**config.mk**
```make
export PLATFORM = sky130hd
export DESIGN_NAME = seq_multiplier_flat
export DESIGN_NICKNAME = d
export VERILOG_FILES = /design/src/rtl/seq_multiplier_if.sv /design/src/rtl/seq_multiplier.sv /design/src/flat_wrapper.sv
export SDC_FILE = /design/constraint.sdc
export NUM_CORES = 1
export LEC_CHECK = 0
export CAP_MARGIN = 20
export CORE_ASPECT_RATIO = 0.5
export CORE_MARGIN = 3
export CORE_UTILIZATION = 45
export DETAILED_ROUTE_END_ITERATION = 12
export PLACE_DENSITY_LB_ADDON = 0.3
export SETUP_SLACK_MARGIN = 0.02
export SLEW_MARGIN = 20
export SYNTH_ARGS = -nofsm -noshare
export SYNTH_HDL_FRONTEND = slang
export SYNTH_SLANG_ARGS = --single-unit
```
**constraint.sdc**
```tcl
create_clock -name clk -period 3.1 [get_ports clk]
set_input_delay 0.465 -clock clk [delete_from_list [all_inputs] [get_ports clk]]
set_output_delay 0.465 -clock clk [all_outputs]
set_load 0.02 [all_outputs]
```
**src/rtl/seq_multiplier_if.sv**
```systemverilog
// Controller-to-multiplier bus: operand request plus busy/done/product status.
//
// Handshake: the master raises start with mult_a, mult_b and signed_mode valid
// in the same cycle. The slave accepts on a rising edge only when it is neither
// busy nor mid-result (idle or presenting done). A start seen while busy is
// dropped without effect. done pulses for exactly one cycle when product
// becomes valid, and product then holds until the next accepted start.
// busy and done are never high together.
interface seq_multiplier_if #(
    parameter int WIDTH = 8
);
    logic                 start;
    logic                 signed_mode;
    logic [WIDTH-1:0]     mult_a;
    logic [WIDTH-1:0]     mult_b;
    logic                 busy;
    logic                 done;
    logic [2*WIDTH-1:0]   product;

    modport master (
        output start, signed_mode, mult_a, mult_b,
        input  busy, done, product
    );

    modport slave (
        input  start, signed_mode, mult_a, mult_b,
        output busy, done, product
    );
endinterface

```
**src/rtl/seq_multiplier.sv**
```systemverilog
// Sequential shift-add multiplier. One WIDTH-bit adder is reused over WIDTH
// cycles; signed operands are converted to magnitudes on acceptance and the
// result is negated on the final step when the operand signs differ.
module seq_multiplier #(
    parameter int WIDTH = 8
) (
    input  logic         clk,
    input  logic         rst_n,
    seq_multiplier_if.slave bus,
    output logic [1:0]   dbg_state_o
);
    localparam int CW = (WIDTH > 1) ? $clog2(WIDTH) : 1;
    localparam logic [CW-1:0] LAST_STEP = CW'(WIDTH - 1);

    typedef enum logic [1:0] {
        ST_IDLE = 2'd0,
        ST_CALC = 2'd1,
        ST_DONE = 2'd2
    } state_e;

    state_e               state_q, state_d;
    logic [WIDTH-1:0]     a_mag_q, a_mag_d;
    logic [WIDTH-1:0]     b_q, b_d;
    logic [2*WIDTH-1:0]   acc_q, acc_d;
    logic [CW-1:0]        cnt_q, cnt_d;
    logic                 neg_q, neg_d;
    logic [2*WIDTH-1:0]   product_q, product_d;

    // Adder slice result (with carry) and the shifted accumulator for this step
    logic [WIDTH:0]       sum;
    logic [2*WIDTH-1:0]   acc_step;

    // State and datapath registers; reset discards any operation in flight
    always_ff @(posedge clk or negedge rst_n) begin
        if (!rst_n) begin
            state_q   <= ST_IDLE;
            a_mag_q   <= '0;
            b_q       <= '0;
            acc_q     <= '0;
            cnt_q     <= '0;
            neg_q     <= 1'b0;
            product_q <= '0;
        end else begin
            state_q   <= state_d;
            a_mag_q   <= a_mag_d;
            b_q       <= b_d;
            acc_q     <= acc_d;
            cnt_q     <= cnt_d;
            neg_q     <= neg_d;
            product_q <= product_d;
        end
    end

    // Next-state logic: acceptance, one shift-add step per cycle, final sign fix
    always_comb begin
        state_d   = state_q;
        a_mag_d   = a_mag_q;
        b_d       = b_q;
        acc_d     = acc_q;
        cnt_d     = cnt_q;
        neg_d     = neg_q;
        product_d = product_q;

        // Add the multiplicand into the upper half when the multiplier LSB is set,
        // then shift {carry, accumulator} right by one.
        sum      = {1'b0, acc_q[2*WIDTH-1:WIDTH]}
                 + ({1'b0, a_mag_q} & {(WIDTH+1){b_q[0]}});
        acc_step = {sum, acc_q[WIDTH-1:1]};

        unique case (state_q)
            ST_IDLE, ST_DONE: begin
                if (bus.start) begin
                    // Magnitudes are kept unsigned so -2^(WIDTH-1) stays representable
                    a_mag_d = (bus.signed_mode && bus.mult_a[WIDTH-1]) ? -bus.mult_a : bus.mult_a;
                    b_d     = (bus.signed_mode && bus.mult_b[WIDTH-1]) ? -bus.mult_b : bus.mult_b;
                    neg_d   = bus.signed_mode & (bus.mult_a[WIDTH-1] ^ bus.mult_b[WIDTH-1]);
                    acc_d   = '0;
                    cnt_d   = '0;
                    state_d = ST_CALC;
                end else if (state_q == ST_DONE) begin
                    state_d = ST_IDLE;
                end
            end
            ST_CALC: begin
                acc_d = acc_step;
                b_d   = b_q >> 1;
                cnt_d = cnt_q + CW'(1);
                if (cnt_q == LAST_STEP) begin
                    product_d = neg_q ? -acc_step : acc_step;
                    state_d   = ST_DONE;
                end
            end
            default: begin
                state_d = ST_IDLE;
            end
        endcase
    end

    // Status outputs decode directly from the state register
    assign bus.busy    = (state_q == ST_CALC);
    assign bus.done    = (state_q == ST_DONE);
    assign bus.product = product_q;
    assign dbg_state_o = state_q;
endmodule

```
**src/flat_wrapper.sv**
```systemverilog
// flat-port wrapper written by rule: the top's interface ports become plain ports
module seq_multiplier_flat 
#(
    parameter int WIDTH = 8
)
  (clk, rst_n, dbg_state_o, bus_start, bus_signed_mode, bus_mult_a, bus_mult_b, bus_busy, bus_done, bus_product);
  seq_multiplier_if #(.WIDTH(WIDTH)) bus_i ();
  input  logic clk;
  input  logic rst_n;
  output logic [1:0] dbg_state_o;
  input wire logic [$bits(bus_i.start)-1:0] bus_start;
  input wire logic [$bits(bus_i.signed_mode)-1:0] bus_signed_mode;
  input wire logic [$bits(bus_i.mult_a)-1:0] bus_mult_a;
  input wire logic [$bits(bus_i.mult_b)-1:0] bus_mult_b;
  output wire logic [$bits(bus_i.busy)-1:0] bus_busy;
  output wire logic [$bits(bus_i.done)-1:0] bus_done;
  output wire logic [$bits(bus_i.product)-1:0] bus_product;
  assign bus_i.start = bus_start;
  assign bus_i.signed_mode = bus_signed_mode;
  assign bus_i.mult_a = bus_mult_a;
  assign bus_i.mult_b = bus_mult_b;
  assign bus_busy = bus_i.busy;
  assign bus_done = bus_i.done;
  assign bus_product = bus_i.product;
  seq_multiplier #(.WIDTH(WIDTH)) u_core (.clk(clk), .rst_n(rst_n), .bus(bus_i), .dbg_state_o(dbg_state_o));
endmodule
```
==> summary.md, run 1 <==
| Metric | Value |
|---|---|
| Clk slew on worst S/H paths | 70 ps |
| Area overhead of the layout relative to synthesis | 21.67% |
| DP Area | 3395 sq um |
| Unrepaired setup endpoints after global routing | false |
| Latest clock arrival within the worst-skew pair | 290 ps |
| Number of flops mapped to enable cells by yosys | 0 |
| Power density relative to cell area | 1009 nW/um^2 |
| Largest fanout on the critical path | 9 |
| Gate Count Post-Synth | 299 |
| Maximum number of pins on one net before global-route repair | 33 |
| Initial antenna violation count | 0 |
| TritonCTS clock tree | built |
| Final clock period utilization by the worst path | 89.43% |
| Class of the most critical hold timing path | in -> async |
| Final Max Slew Viols | 0 |
| Number of buffer cells added on primary ports | 39 |
| Layout fillers | 561 |
| Effective utilization at floorplan | 47.36% |
| CTS Buf Count | 5 |
| Std-Cell Rows | 20 |
| Crit path cell chain | and2_1 > ha_1 > fa_1 > a21o_1 > a221oi_1 > xnor2_1 > o41ai_2 > xor2_1 > o21ai_1 |
| Synthesized area per cell | 9.750 sq um |
| Final #Nets | 371 |
| Shortest clock period the worst path allows after layout | 2772 ps |
| Timing-limited maximum frequency | 0.3607 GHz |
| Post-CTS Setup Repair Bufs | 0 |
| Synth Net Count | 333 |
| Switching pwr | 0.001479 W |
| First-iteration detailed-routing DRC count | 74 |
| Global-route usage over all layers | 16.73% |
| Root Driver | clkbuf_16 |
| Headroom to the max-slew limit | 48.09% |
| CP Buf/Inv Count | 0 |
| Number of levels the H-tree was split into | 2 |
| Yosys warning count | 0 |
| Sequential group share of total power | 34.4% |
| Placed wire-length estimate after detailed placement | 4578 um |
| Sequential cell area fraction in the yosys report | 45.49% |
| Wire length per cell | 14.44 um |
| Synth area leader | dfrtp_1 |
| Share of total power in the clock network | 15.7% |
| Dominant cells by area after synthesis | dfrtp_1 (45%), xor2_1 (5.7%), ha_1 (5.6%) |
| Number of global-route vias before repair | 2169 |
| First drt pass iteration count | 4 |
| Final weighted congestion in routability-driven placement | 0.8353 |
| Leftover overflow at the end of global routing | 0 |
| Post-route DRC violation count | 0 |
| Slowest stage cell on the critical path | dfrtp_1 |
| Chip Width | 119.8 um |
| Cell area after technology mapping | 2915 sq um |
| Hold Fails Final Rpt | 0 |
| # diodes | 0 |
| Die area | 7539 sq um |
| Longest Clk Path Bufs | 2 |
| Final setup viols | 0 |
| Status | finished, final reports clean |
| Pleak | 1.605 nW |
| Post-CTS Hold Fix Bufs | 0 |
| Aggregate negative setup slack | 0 ps |
| Vertical die dimension | 62.92 um |
| Via-per-instance ratio | 5.415 |
| Most used DFF post-synth | dfrtp_1 |
| CP delay by family, top | compound AO/OA/AOI/OAI gates |
| Global-route wire length before repair | 10270 um |
| Std-Cell Core Area | 6156 sq um |
| Post-Route WL | 6151 um |
| Total of flip-flops plus latches after synthesis | 53 |
| Post-route design area | 3547 sq um |
| Crit-path max cell delay | 440 ps |
| Sinks on the clock net | 53 |
| Arrival time worst endpoint | 2940 ps |
| Ratio of cells with drive above 1 in the final layout | 6.213% |
| Net Sw Frac | 41.34% |
| Area share of the largest cell type after synthesis | 45.49% |
| PostCTS Resize Cnt | 0 |
| Max rail drop VDD | 329.8 uV |
| Startpoint-to-endpoint class of the critical path | reg -> reg |
| Internal power of the cells | 0.002099 W |
| Comb pwr share | 49.9% |
| Ports | 40 |
| CP Capture Type | flop |
| Share of flip-flops with an asynchronous set or reset | 100.0% |
| CP Launch Type | flop |
| Slew at the pin closest to its max-slew limit | 775.8 ps |
| Worst clock skew | 6.901 ps |
| Max-capacitance violation count | 0 |
| CP required | 3270 ps |
| Detail Route Antenna Nets | 0 |
| Unique cell type count in the Yosys netlist | 46 |
| Total number of vias | 2307 |
-- power by group through the flow --
stage	sequential, W	clock [W]	combinational [W]
6_report	0.00123	0.000563	0.00178
5_1_grt	0.00127	0.000608	0.00197
4_1_cts	0.00123	0.000581	0.00180
3_5_place_dp	0.00124	0	0.00179
3_3_place_gp	0.00123	0	0.00177
2_1_floorplan	0.00128	0	0.00116
-- cell families (layout without fill, tap and decap cells) --
kind of cell	count (synthesis)	count (layout)	synth area share, %
muxes	3	3	1.030
AOI/OAI and AO/OA	86	86	20.43
DFF	53	53	45.49
buffers and inverters	21	60	2.747
xor gates and xnor gates	28	28	8.412
and+or+nand+nor	94	94	15.62
adders and majority gates	14	14	6.266
-- metrics by stage --
stage | hold WS, ps | std cells | power [W] | setup WS [ps] | utilization (%)
final | 118.4 | 426 | 0.003578 | 327.5 | 57.62
after global routing | 141.4 | 426 | 0.003851 | 183.2 | 57.62
after CTS | 130.6 | 426 | 0.003612 | 322.7 | 57.62
after detailed placement | 442.8 | 418 | 0.003035 | 340.3 | 55.14
after global placement | 437.2 | 418 | 0.002993 | 421.0 | 55.14
after floorplan | 169.4 | 299 | 0.002435 | 568.9 | -
-- cell type report --
class | count | area (sq um) | share of cell area, %
Inverter | 9 | 33.78 | 0.9524
Multi-Input combinational cell | 225 | 1509 | 42.54
Clock inverter | 2 | 13.76 | 0.3880
Timing Repair Buffer | 43 | 415.4 | 11.71
Sequential cell | 53 | 1326 | 37.39
Tap cell | 88 | 110.1 | 3.104
Clock buffer | 6 | 138.9 | 3.915
-- cells in the mapped netlist (7+ instances only) --
cell type	instances
o31ai_1	8
a22oi_1	7
xnor2_1	9
o21ai_0	31
nand2_1	38
inv_1	8
xor2_1	19
nor2_1	16
and2_1	8
a21oi_1	7
a22o_1	14
clkbuf_1	11
nand3_1	8
dfrtp_1	53
ha_1	13
-- layer usage --
layer,global-route usage [%],share of wire (%)
met2,24.65,42
met4,4.280,0.62
met1,25.53,54
met5,0,0
met3,2.712,4.0
-- sequential cells by signal, summed over array words and instances (netlist names) --
register / flops
u_core.b_q: 8
u_core.dbg_state_o: 2
u_core.a_mag_q: 8
u_core.acc_q: 15
u_core.neg_q: 1
u_core.bus.product: 16
u_core.cnt_q: 3
-- cells in the final DEF (no fill, tap or decap), types with 8 or more instances in the layout --
master            n
nand2_1          38
dfrtp_1          53
o21ai_0          31
nor2_1           16
xnor2_1           9
ha_1             13
nand3_1           8
and2_1            8
xor2_1           19
o31ai_1           8
a22o_1           14
inv_1             8
clkdlybuf4s50_1  38
-- path summary, 6_finish.rpt --
kind | startpoint | to | slack (ps) | cells past startpoint
worst max-delay path | u_core.b_q[0]$_DFFE_PN0P_ | u_core.bus.product[14]$_DFFE_PN0P_ | 330 | 9
worst min-delay path | rst_n | u_core.bus.product[3]$_DFFE_PN0P_ | 120 | 1
worst max register to register | u_core.b_q[0]$_DFFE_PN0P_ | u_core.bus.product[14]$_DFFE_PN0P_ | 330 | 9
worst min register to register | u_core.a_mag_q[1]$_DFFE_PN0P_ | u_core.a_mag_q[1]$_DFFE_PN0P_ | 470 | 2
max in group asynchronous | rst_n | u_core.acc_q[8]$_DFFE_PN0P_ | 2190 | 2
min in group clk | u_core.a_mag_q[1]$_DFFE_PN0P_ | u_core.a_mag_q[1]$_DFFE_PN0P_ | 470 | 2
No activity file was read; power rests on OpenSTA's default activity.
==> run 2, diff against run 1 <==
SKIP_CTS_REPAIR_TIMING = 1   (was default)
clock period = 2.9 ns   (was 3.1 ns; I/O delays follow)
==> summary.md, run 2 (same netlist as run 1, synthesis figures left out) <==
| Metric | Value |
|---|---|
| Status | finished, final reports clean |
| Hold Fails Final Rpt | 0 (unchanged) |
| Post-route DRC violation count | 0 (unchanged) |
| Comb pwr share | 48.7% (-1.2 points) |
| Aggregate negative setup slack | 0 ps (unchanged) |
| Final setup viols | 0 (unchanged) |
| Via-per-instance ratio | 5.294 (-2.2%) |
| Sinks on the clock net | 53 (unchanged) |
| Final weighted congestion in routability-driven placement | 0.8406 (+0.63%) |
| Wire length per cell | 14.51 um (+0.52%) |
| Maximum number of pins on one net before global-route repair | 33 (unchanged) |
| TritonCTS clock tree | built |
| Longest Clk Path Bufs | 2 (unchanged) |
| Final clock period utilization by the worst path | 92.95% (+3.5 points) |
| Switching pwr | 0.001594 W (+7.8%) |
| Final #Nets | 373 (+0.54%) |
| Startpoint-to-endpoint class of the critical path | reg -> reg |
| Headroom to the max-slew limit | 51.62% (+3.5 points) |
| CP required | 3120 ps (-150 ps) |
| Number of levels the H-tree was split into | 2 (unchanged) |
| First-iteration detailed-routing DRC count | 95 (+28%) |
| CTS Buf Count | 5 (unchanged) |
| Sequential group share of total power | 32.8% (-1.6 points) |
| Unrepaired setup endpoints after global routing | false |
| CP Capture Type | flop |
| Global-route usage over all layers | 17.16% (+0.43 points) |
| Max-capacitance violation count | 0 (unchanged) |
| Max reg flops | 16 (unchanged) |
| Root Driver | clkbuf_16 |
| Internal power of the cells | 0.002414 W (+15%) |
| Effective utilization at floorplan | 47.36% (unchanged) |
| Std-Cell Core Area | 6156 sq um (unchanged) |
| Net Sw Frac | 39.77% (-1.6 points) |
| Timing-limited maximum frequency | 0.3710 GHz (+2.9%) |
| Pleak | 1.642 nW (+2.3%) |
| Ports | 40 (unchanged) |
| Final Max Slew Viols | 0 (unchanged) |
| Initial antenna violation count | 0 (unchanged) |
| Die area | 7539 sq um (unchanged) |
| Placed wire-length estimate after detailed placement | 4754 um (+3.8%) |
| Ratio of cells with drive above 1 in the final layout | 7.353% (+1.1 points) |
| Shortest clock period the worst path allows after layout | 2695 ps (-77.05 ps) |
| Largest fanout on the critical path | 9 (unchanged) |
| Area overhead of the layout relative to synthesis | 23.95% |
| Global-route wire length before repair | 10700 um (+4.1%) |
| Vertical die dimension | 62.92 um (unchanged) |
| CP Launch Type | flop |
| # diodes | 0 (unchanged) |
| Class of the most critical hold timing path | in -> async |
| Finished Layout Cells | 428 (+0.47%) |
| Worst clock skew | 3.988 ps (-2.913 ps) |
| Most frequent standard cell in the layout excluding fill and tap cells | dfrtp_1 |
| Max rail drop VDD | 377.8 uV (+15%) |
| First drt pass iteration count | 4 (unchanged) |
| Number of buffer cells added on primary ports | 39 (unchanged) |
| Power density relative to cell area | 1109 nW/um^2 (+9.9%) |
| Std-Cell Rows | 20 (unchanged) |
| Detail Route Antenna Nets | 0 (unchanged) |
| Total number of vias | 2266 (-1.8%) |
| Post-Route WL | 6212 um (+0.99%) |
| Clk slew on worst S/H paths | 70 ps (about the same) |
| Leftover overflow at the end of global routing | 0 (unchanged) |
| Share of total power in the clock network | 18.6% (+2.9 points) |
| Chip Width | 119.8 um (unchanged) |
| Latest clock arrival within the worst-skew pair | 280 ps (about the same) |
| Slew at the pin closest to its max-slew limit | 725.7 ps (-50.14 ps) |
| Arrival time worst endpoint | 2920 ps (-20 ps) |
| Number of global-route vias before repair | 2239 (+3.2%) |
| Layout fillers | 574 (+2.3%) |
| # placed instances | 420 (+0.48%) |
| Commonest non-fill, non-tap cells in the layout | dfrtp_1 (53), nand2_1 (38), clkdlybuf4s50_1 (38) |
-- run 2: cell types whose count changed in the layout (fill, tap and decap cells not counted), sizes merged --
| cell | change |
|---|---|
| buf | +2 |
| bufinv | +2 |
| clkinv | -1 |
| clkbuf | -1 |
-- run 2: path summary, 6_finish.rpt --
path	from	end	slack (ps)	cells past startpoint
max	u_core.b_q[0]$_DFFE_PN0P_	u_core.bus.product[15]$_DFFE_PN0P_	200	9
min	rst_n	u_core.acc_q[4]$_DFFE_PN0P_	170	1
max reg2reg	u_core.b_q[0]$_DFFE_PN0P_	u_core.bus.product[15]$_DFFE_PN0P_	200	9
min reg2reg	u_core.bus.product[8]$_DFFE_PN0P_	u_core.bus.product[8]$_DFFE_PN0P_	480	2
max in group asynchronous	rst_n	u_core.cnt_q[2]$_DFFE_PN0P_	2090	2
min in group clk	u_core.bus.product[8]$_DFFE_PN0P_	u_core.bus.product[8]$_DFFE_PN0P_	480	2
-- run 2: critical path: stages, from the launching register on --
cell	delay, ps
dfrtp_1	460
and2_1	180
ha_1	210
fa_1	430
xor2_1	230
nor3_1	160
o221ai_1	260
nor3_2	160
or4b_1	440
nand3_1	100
-- run 2: through the flow --
stage / util, % / total power [W] / instance area [sq um] / setup WS, ps / hold slack (ps)
final: 58.70 / 0.004007 / 3613 / 204.6 / 174.2
after global routing: 58.70 / 0.004306 / 3613 / 45.82 / 229.5
after CTS: 58.48 / 0.004025 / 3600 / 144.6 / 196.2
after detailed placement: 55.39 / 0.003264 / 3410 / 160.6 / 469.8
after global placement: 55.39 / 0.003217 / 3410 / 205.9 / 456.4
after floorplan: - / 0.002603 / 2915 / 368.9 / 139.4
-- run 2: layout make-up --
class / instances / area (sq um) / area share (%)
Timing Repair Buffer: 45 / 430.4 / 11.91
Inverter: 9 / 33.78 / 0.9349
Clock inverter: 3 / 65.06 / 1.801
Multi-Input combinational cell: 225 / 1523 / 42.14
Clock buffer: 5 / 125.1 / 3.463
Sequential cell: 53 / 1326 / 36.70
Tap cell: 88 / 110.1 / 3.047
-- run 2: routing by layer --
| metal | vias to the layer above | wire, um | track usage (%) |
|---|---|---|---|
| li1 | 1149 | - | - |
| met4 | 0 | 14 | 2.568 |
| met5 | - | 0 | 0 |
| met3 | 2 | 265 | 2.803 |
| met1 | 1063 | 3192 | 24.86 |
| met2 | 52 | 2740 | 27.81 |
-- run 2: power groups by stage --
| stage | clock, W | sequential [W] | combinational [W] |
|---|---|---|---|
| floorplan | 0 | 0.00137 | 0.00124 |
| global placement | 0 | 0.00131 | 0.00191 |
| detailed placement | 0 | 0.00133 | 0.00194 |
| CTS | 0.000764 | 0.00131 | 0.00195 |
| global route | 0.000785 | 0.00136 | 0.00216 |
| finish | 0.000745 | 0.00131 | 0.00195 |
